$ cat src/rtl/fwd_unit_pipe_pkg.sv
// Shared constants and types for the operand-forwarding unit.
// Latency: n/a (definitions only).
// Backpressure: n/a.
package fwd_unit_pipe_pkg;

    // Register address width of the integer register file.
    localparam int REG_ADDR_WIDTH = 5;

    // Debug tag that records where each operand came from.
    localparam logic [1:0] FWD_SRC_RF  = 2'd0;
    localparam logic [1:0] FWD_SRC_EX  = 2'd1;
    localparam logic [1:0] FWD_SRC_MEM = 2'd2;
    localparam logic [1:0] FWD_SRC_WB  = 2'd3;

    // Load-use interlock states.
    typedef enum logic {
        ST_IDLE  = 1'b0,
        ST_STALL = 1'b1
    } fwd_state_e;

endpackage

$ cat src/rtl/fwd_unit_pipe_fwd_sel_port.sv
// Per-read-port operand selector: youngest producer wins, x0 is always zero.
// Latency: purely combinational.
// Backpressure: none; mem_wen arrives already gated by the caller's suppression.
// Ports: addr/rf_rdata for the port, EX/MEM/WB write-back info, sel_data/sel_src result.
module fwd_sel_port
    import fwd_unit_pipe_pkg::*;
#(
    parameter int XLEN = 64,
    parameter int AW   = REG_ADDR_WIDTH
) (
    input  logic [AW-1:0]   addr,
    input  logic [XLEN-1:0] rf_rdata,
    input  logic            ex_wen,
    input  logic            ex_is_load,
    input  logic [AW-1:0]   ex_waddr,
    input  logic [XLEN-1:0] ex_result,
    input  logic            mem_wen,
    input  logic [AW-1:0]   mem_waddr,
    input  logic [XLEN-1:0] mem_result,
    input  logic            wb_wen,
    input  logic [AW-1:0]   wb_waddr,
    input  logic [XLEN-1:0] wb_wdata,
    output logic [XLEN-1:0] sel_data,
    output logic [1:0]      sel_src
);

    always_comb begin
        sel_data = rf_rdata;
        sel_src  = FWD_SRC_RF;
        if (addr == '0) begin
            sel_data = '0;
            sel_src  = FWD_SRC_RF;
        end else if (ex_wen && !ex_is_load && (ex_waddr == addr)) begin
            // A load in EX has no data yet; the interlock covers that case.
            sel_data = ex_result;
            sel_src  = FWD_SRC_EX;
        end else if (mem_wen && (mem_waddr == addr)) begin
            sel_data = mem_result;
            sel_src  = FWD_SRC_MEM;
        end else if (wb_wen && (wb_waddr == addr)) begin
            sel_data = wb_wdata;
            sel_src  = FWD_SRC_WB;
        end
    end

endmodule

$ cat src/rtl/fwd_unit_pipe.sv
// Operand forwarding plus load-use interlock between ID register read and EX.
// Latency: one cycle ID->EX for operands; stall_o is combinational.
// Backpressure: stall_o holds PC/IF/ID and injects bubbles (op_valid=0) into EX.
// Ports: clk/rst, flush, ID read info, EX/MEM/WB producers, stall_o, op_rdata/op_valid/fwd_src.
module fwd_unit_pipe
    import fwd_unit_pipe_pkg::*;
#(
    parameter int XLEN     = 64,
    parameter int AW       = REG_ADDR_WIDTH,
    parameter int NUM_RD   = 2,
    parameter int LOAD_LAT = 1
) (
    input  logic                   clk,
    input  logic                   rst,
    input  logic                   flush,
    input  logic                   id_valid,
    input  logic [NUM_RD*AW-1:0]   id_rs_addr,
    input  logic [NUM_RD-1:0]      id_rs_used,
    input  logic [NUM_RD*XLEN-1:0] rf_rdata,
    input  logic                   ex_wen,
    input  logic                   ex_is_load,
    input  logic [AW-1:0]          ex_waddr,
    input  logic [XLEN-1:0]        ex_result,
    input  logic                   mem_wen,
    input  logic [AW-1:0]          mem_waddr,
    input  logic [XLEN-1:0]        mem_result,
    input  logic                   wb_wen,
    input  logic [AW-1:0]          wb_waddr,
    input  logic [XLEN-1:0]        wb_wdata,
    output logic                   stall_o,
    output logic [NUM_RD*XLEN-1:0] op_rdata,
    output logic                   op_valid,
    output logic [NUM_RD*2-1:0]    fwd_src
);

    // Extra STALL-state cycles beyond the one the live hazard already gives.
    localparam logic [2:0] CNT_INIT = 3'(LOAD_LAT - 1);

    fwd_state_e state;
    logic [2:0]  cnt;
    logic [AW-1:0] ld_addr_q;

    logic [NUM_RD*XLEN-1:0] sel_data;
    logic [NUM_RD*2-1:0]    sel_src;
    logic [NUM_RD-1:0]      rs_match;
    logic                   hz;

    for (genvar i = 0; i < NUM_RD; i++) begin : g_port
        logic [AW-1:0] addr;
        logic          mem_sup;

        assign addr = id_rs_addr[i*AW +: AW];
        // While stalled the load sits in MEM without final data, so a port
        // reading the stalled destination must not pick up the MEM value.
        assign mem_sup = (state == ST_STALL) && (addr == ld_addr_q);
        assign rs_match[i] = id_rs_used[i] && (addr == ex_waddr);

        fwd_sel_port #(
            .XLEN (XLEN),
            .AW   (AW)
        ) u_sel (
            .addr       (addr),
            .rf_rdata   (rf_rdata[i*XLEN +: XLEN]),
            .ex_wen     (ex_wen),
            .ex_is_load (ex_is_load),
            .ex_waddr   (ex_waddr),
            .ex_result  (ex_result),
            .mem_wen    (mem_wen && !mem_sup),
            .mem_waddr  (mem_waddr),
            .mem_result (mem_result),
            .wb_wen     (wb_wen),
            .wb_waddr   (wb_waddr),
            .wb_wdata   (wb_wdata),
            .sel_data   (sel_data[i*XLEN +: XLEN]),
            .sel_src    (sel_src[i*2 +: 2])
        );
    end

    assign hz = id_valid && ex_wen && ex_is_load && (ex_waddr != '0) && (|rs_match);

    always_comb begin
        stall_o = 1'b0;
        if (rst) begin
            stall_o = 1'b0;
        end else if (state == ST_STALL) begin
            stall_o = 1'b1;
        end else begin
            stall_o = hz && !flush;
        end
    end

    // Interlock FSM. The first stall cycle comes from hz in IDLE; STALL then
    // covers the remaining LOAD_LAT-1 cycles, leaving when the count runs out.
    always_ff @(posedge clk or posedge rst) begin
        if (rst) begin
            state     <= ST_IDLE;
            cnt       <= '0;
            ld_addr_q <= '0;
        end else begin
            case (state)
                ST_IDLE: begin
                    if (hz && !flush && (LOAD_LAT > 1)) begin
                        state     <= ST_STALL;
                        cnt       <= CNT_INIT;
                        ld_addr_q <= ex_waddr;
                    end
                end
                ST_STALL: begin
                    if (flush || (cnt <= 3'd1)) begin
                        state <= ST_IDLE;
                        cnt   <= '0;
                    end else begin
                        cnt <= cnt - 3'd1;
                    end
                end
                default: begin
                    state <= ST_IDLE;
                    cnt   <= '0;
                end
            endcase
        end
    end

    // ID/EX operand register; flush and stall both inject a bubble and hold data.
    always_ff @(posedge clk or posedge rst) begin
        if (rst) begin
            op_rdata <= '0;
            op_valid <= 1'b0;
            fwd_src  <= '0;
        end else if (flush || stall_o) begin
            op_valid <= 1'b0;
        end else begin
            op_valid <= id_valid;
            op_rdata <= sel_data;
            fwd_src  <= sel_src;
        end
    end

endmodule

$ cat config.mk
export PLATFORM = sky130hd
export DESIGN_NAME = fwd_unit_pipe
export DESIGN_NICKNAME = d
export VERILOG_FILES = /design/src/rtl/fwd_unit_pipe_pkg.sv /design/src/rtl/fwd_unit_pipe_fwd_sel_port.sv /design/src/rtl/fwd_unit_pipe.sv
export SDC_FILE = /design/constraint.sdc
export NUM_CORES = 1
export LEC_CHECK = 0
export CORE_AREA = 2 2 189 191
export DETAILED_ROUTE_END_ITERATION = 7
export DIE_AREA = 0 0 191 193
export MAX_ROUTING_LAYER = met4
export REMOVE_ABC_BUFFERS = 1
export SETUP_SLACK_MARGIN = 0.2
export SKIP_LAST_GASP = 1
export SLEW_MARGIN = 0
export SYNTH_ARGS = -nofsm -noshare
export SYNTH_HDL_FRONTEND = slang
export SYNTH_SLANG_ARGS = --single-unit
$ cat constraint.sdc
create_clock -name clk -period 6.18 [get_ports clk]
set_input_delay 1.236 -clock clk [delete_from_list [all_inputs] [get_ports clk]]
set_output_delay 1.236 -clock clk [all_outputs]
set_load 0.005 [all_outputs]
; ---- After elaboration in Yosys (flattened, before gate mapping)
; Index checks and enable logic that the tools add are counted.
[op_classes]
n_addsub = 1
n_mul = 0
div_mod_pow = 0
magnitude_cmp = 1
eq_ne = 10
n_shift = 0
n_mux = 22
n_bitwise = 0
reduce_logical = 28
[op_table]
columns = cell, count
row1 = 2-to-1 mux 64 bit, 8
row2 = equality test 5 bit, 10
row3 = logical AND 1 bit, 18
row4 = 2-to-1 mux 2 bit, 8
row5 = zero test 5 bit, 2
row6 = 2-to-1 mux 1 bit, 5
row7 = nonzero test 5 bit, 1
row8 = zero test 1 bit, 4
row9 = "<= comparator 3 x 1 -> 1 bit, second input constant", 1
row10 = 2-to-1 mux 3 bit, 1
row11 = "subtractor 3 x 1 -> 3 bit, second input constant", 1
row12 = logical OR 1 bit, 2
row13 = OR reduction 2 bit, 1
[word_totals]
ff_bits = 137
latchBits = 0
ram_bits = 0
rom_bits = 0
out_inout_bits = 134
wordCells = 67
memories = 0

; ---- Depth between registers and ports, before layout
[depth]
ltp_word = 9
mapped_depth = 9
ltp_nobuf = 7

; ---- By module
; Synthesis repeated with hierarchy kept, for this count alone.
[hier_totals]
cells_unflattened = 1081
hier_area_um2 = 10592.7
[by_module_without_submodules]
columns = mod, n_inst, cells_per_inst, area_per_inst_um2, seq_area_each_um2
row1 = fwd_unit_pipe, 1, 411, 5910.7, 3428.3
row2 = fwd_sel_port, 2, 335, 2341.0, 0.0

; ---- Worst setup path before layout
; No wires, ideal clock.
[synth_path]
kind = input to output
from = input id_rs_addr[8]
to = output stall_o
t_arrival_ns = 1.981
required_time_ns = 4.944
setup_slack_ns = 2.963
stages = 6
path_cell_list = xor2_1 > nor3_1 > nand4_1 > nand2_1 > a21oi_1 > nor2_1
[synth_via]
elab_chain_cells = 7
[synth_rtl]
columns = element, line_no
row1 = from (decl), fwd_unit_pipe.sv:17  ; input logic [NUM_RD*AW-1:0] id_rs_addr,
row2 = equality test 5 bit, fwd_unit_pipe.sv:56  ; assign rs_match[i] = id_rs_used[i] && (addr == ex_waddr);
row3 = logical AND 1 bit, fwd_unit_pipe.sv:56
row4 = OR reduction 2 bit, fwd_unit_pipe.sv:79  ; assign hz = id_valid && ex_wen && ex_is_load && (ex_waddr != '0) && (|rs_match);
row5 = logical AND 1 bit, fwd_unit_pipe.sv:79
row6 = logical AND 1 bit, -
row7 = 2-to-1 mux 1 bit, fwd_unit_pipe.sv:85  ; end else if (state == ST_STALL) begin
row8 = 2-to-1 mux 1 bit, fwd_unit_pipe.sv:83  ; if (rst) begin
row9 = to (decl), fwd_unit_pipe.sv:30  ; output logic stall_o,
; Every way passes these cells.

; ---- Worst setup path in the final report
[layout_path]
from = input id_rs_addr[6]
to = output stall_o
; Same word-level chain as after synthesis.

==> results list <==
* Worst-case headroom to the max-slew limit: 17.4%
- Number of cells on the worst hold path: 1
- The first detailed-routing pass ran for 7 iterations.
- Number of global-route vias before repair: 10800
- Post-CTS Hold Buffers: 0
* Arrival time at the worst endpoint: 3260 ps
* Power density over cell area: 197 nW/µm²
* Most used standard cells in the synthesized netlist: sky130_fd_sc_hd__nand2_1 (261), sky130_fd_sc_hd__dfrtp_1 (137), sky130_fd_sc_hd__nor2_1 (134)
- In this run, CTS created clock tree buffers numbering 17.
- Setup crit start kind: input pin
- Sum of internal, switching and leakage power: 0.00292 W
- Clock sink count: 137
- In the synthesized netlist the async set-or-reset flop fraction comes to 100%.
* Area after detailed placement: 14300 µm²
- The worst hold path begins at fwd_src[3].
* Core region area: 35000 µm²
- Detail-routed via count per cell: 5.27
- For this run, the number of Yosys warnings is 5.
* First-iteration detailed-routing DRC count: 631
- Final Instance Count excl. Fillers: 2004
- Final count of negative-setup-slack endpoints: 0
- Leakage power of the design: 5.68 nW
- The worst hold path terminates at fwd_src[3].
- DRC: 0
* Peak VDD IR: 0.164 mV
- Cell at the root of the clock tree: sky130_fd_sc_hd__clkbuf_16
* Fmax achieved: 0.222 GHz
- Worst hold path class: reg -> reg
* Starting density of the core: 25.9%
- PortBufs: 488
* Register-to-register path setup slack: 3430 ps
- Clock-pin transition on the worst setup and hold timing paths: 60 ps
* Average wire per cell in the routed design: 21.8 µm
* First-pass GRT wire length: 64100 µm
- Among all cell types in the netlist, the one instantiated most often is sky130_fd_sc_hd__nand2_1.
- Y dimension of the die: 193 µm
- The critical path is of the in -> out type.
* Count of mapped cells out of synthesis: 1106
* Cell area after technology mapping: 9070 µm²
- CP endpoint kind: output pin
- Number of H-tree branching levels: 4
* Estimated wirelength of the detail-placed design: 29900 µm
- The most used flip-flop cell after synthesis is sky130_fd_sc_hd__dfrtp_1.
- Hold timing on the final database bottoms out at a slack of 481 ps.
* Leading area contributor after synthesis: sky130_fd_sc_hd__dfrtp_1
* Number of core rows: 69
- For this run the aggregate overflow at the end of global routing stands at 0.
- The run finished with clean final reports.
* Antenna violations before repair: 2
* R2R Path End: op_rdata[84]
* CTS tree: done
- Actual transition at the worst max-transition pin: 1240 ps
- Of all nets on the critical path, the largest fanout is 4.
- Unrepaired setup endpoints after global routing: false
* Max Transition Viols Final: 0
* Final antenna-violating net count: 0
* Routability congestion estimate from global placement: 0.897
- Yosys cell types: 40
- Summed area of non-filler cells in the final layout: 14800 µm²
- Summing the sequential cell areas from Yosys gives 37.8% of the chip area.
- Main area contributors after synthesis: sky130_fd_sc_hd__dfrtp_1 (38%), sky130_fd_sc_hd__nand2_1 (11%), sky130_fd_sc_hd__a21oi_1 (7.2%)
- Summed over all layers, the routed wires come to 43600 µm.
- Reg-to-Reg Start: state
* Number of gates resized after CTS: 0
- The share of synthesized area in the top cell type comes to 37.8%.
- Reg2Reg Depth: 6
- Insertion delay to the later sink of the worst-skew pair: 420 ps
- Data required time at the worst endpoint: 4940 ps
- Buffer depth of the longest clock path: 2
- Largest net degree at the start of global routing: 99
- Horizontal die dimension: 191 µm
- The routed layout has 10600 vias.
- Worst clock skew: 12.6 ps
- Syn-to-layout area delta: 63.6%
- At the end of the flow, the number of nets in the layout was 1885.
* Number of buffers inserted to repair setup after CTS: 0
- Utilization after layout: 42.4%
- 489 I/O pins were placed.
* Flip-flop and latch count after synthesis: 137
* Floorplan die area: 36900 µm²
- The tool flagged a number of max-cap violations equal to 0.
- Counting I/O delays and the setup requirement, the final critical path takes 4500 ps.
- Number of enable-type register cells in the synthesized netlist: 0
* Hold Violations, Final: 0
- In this run, placement finished with an instance count of 1970.
- Post-Synthesis Mean Instance Area: 8.20 µm²
* Fraction of final layout cells with drive strength greater than 1: 3.96%
- Period utilization: 72.8%
- Global-route usage over all layers: 23.4%
power by group:
group,internal (W),switching (W),total (W),leakage (nW)
Clock,0.000570,0.000443,0.00101,0.255
Combinational,0.000509,0.000337,0.000846,3.78
Sequential,0.00100,0.0000622,0.00106,1.64
registers in the layout, summed over array words and instances (netlist names):
name / flops
op_rdata: 128
fwd_src: 4
cnt: 3
op_valid: 1
state: 1
through the flow:
step,TNS (ps),setup slack (ps)
2_1_floorplan,-620850,-5410
3_3_place_gp,0,1750
3_5_place_dp,0,1670
4_1_cts,0,1680
5_1_grt,0,1540
6_report,0,1680
worst max path at each step:
| stage | start | end |
|---|---|---|
| 2_1_floorplan | id_rs_addr[8] | op_rdata[100] |
| 3_3_place_gp | id_rs_addr[8] | stall_o |
| 3_5_place_dp | id_rs_addr[8] | op_rdata[28] |
| 4_1_cts | id_rs_addr[8] | stall_o |
| 5_1_grt | id_rs_addr[6] | stall_o |
| 6_report | id_rs_addr[6] | stall_o |
cell families (layout without fill, tap and decap cells):
logic type               count (synthesis)  count (layout)  synth area share, %
adder cells (fa/ha/maj)                  2               2                0.276
buffers and inverters                  110             545                 5.59
other                                    0               2                    0
AO/OA/AOI/OAI                          337             337                 27.8
flip-flops                             137             137                 37.8
multiplexers                            65              65                 7.17
XOR/XNOR                                30              30                 2.90
AND/OR/NAND/NOR                        425             425                 18.5
critical path, stage by stage:
cell                              delay, ps
sky130_fd_sc_hd__clkdlybuf4s50_1        510
sky130_fd_sc_hd__xor2_1                 200
sky130_fd_sc_hd__nor3_1                 290
sky130_fd_sc_hd__nand4_1                250
sky130_fd_sc_hd__nand2_1                110
sky130_fd_sc_hd__a21oi_1                 70
sky130_fd_sc_hd__nor2_1                 100
sky130_fd_sc_hd__clkdlybuf4s50_1        510
cell type report:
class	count	area, µm²
Antenna cell	2	5.00
Clock buffer	20	447
Clock inverter	12	119
Fill cell	3509	20100
Inverter	6	27.5
Multi-Input combinational cell	859	5180
Sequential cell	137	3430
Tap cell	461	577
Timing Repair Buffer	507	5050
routing by layer:
layer / vias to the layer above / global-route usage (%) / part of all wire, %
met2: 502 / 38.5 / 48
li1: 4852 / - / -
met3: 65 / 6.17 / 8.4
met4: 0 / 8.05 / 2.5
met1: 5140 / 27.7 / 41
met5: - / - / 0
cells in the final DEF (no fill, tap or decap), drive strengths merged, types with 4 or more instances in the layout:
cell type,Yosys,layout
o2bb2ai,64,64
clkdlybuf4s50,0,488
xor2,21,21
nor2,136,136
o221ai,64,64
buf,54,19
nand2,261,261
clkinvlp,0,6
clkbuf,50,20
mux2i,65,65
o21ai,4,4
a21oi,131,131
nor3,4,4
xnor2,9,9
a32o,64,64
inv,6,8
dfrtp,137,137
nand2b,4,4
Power figures use the tool's default switching activity.
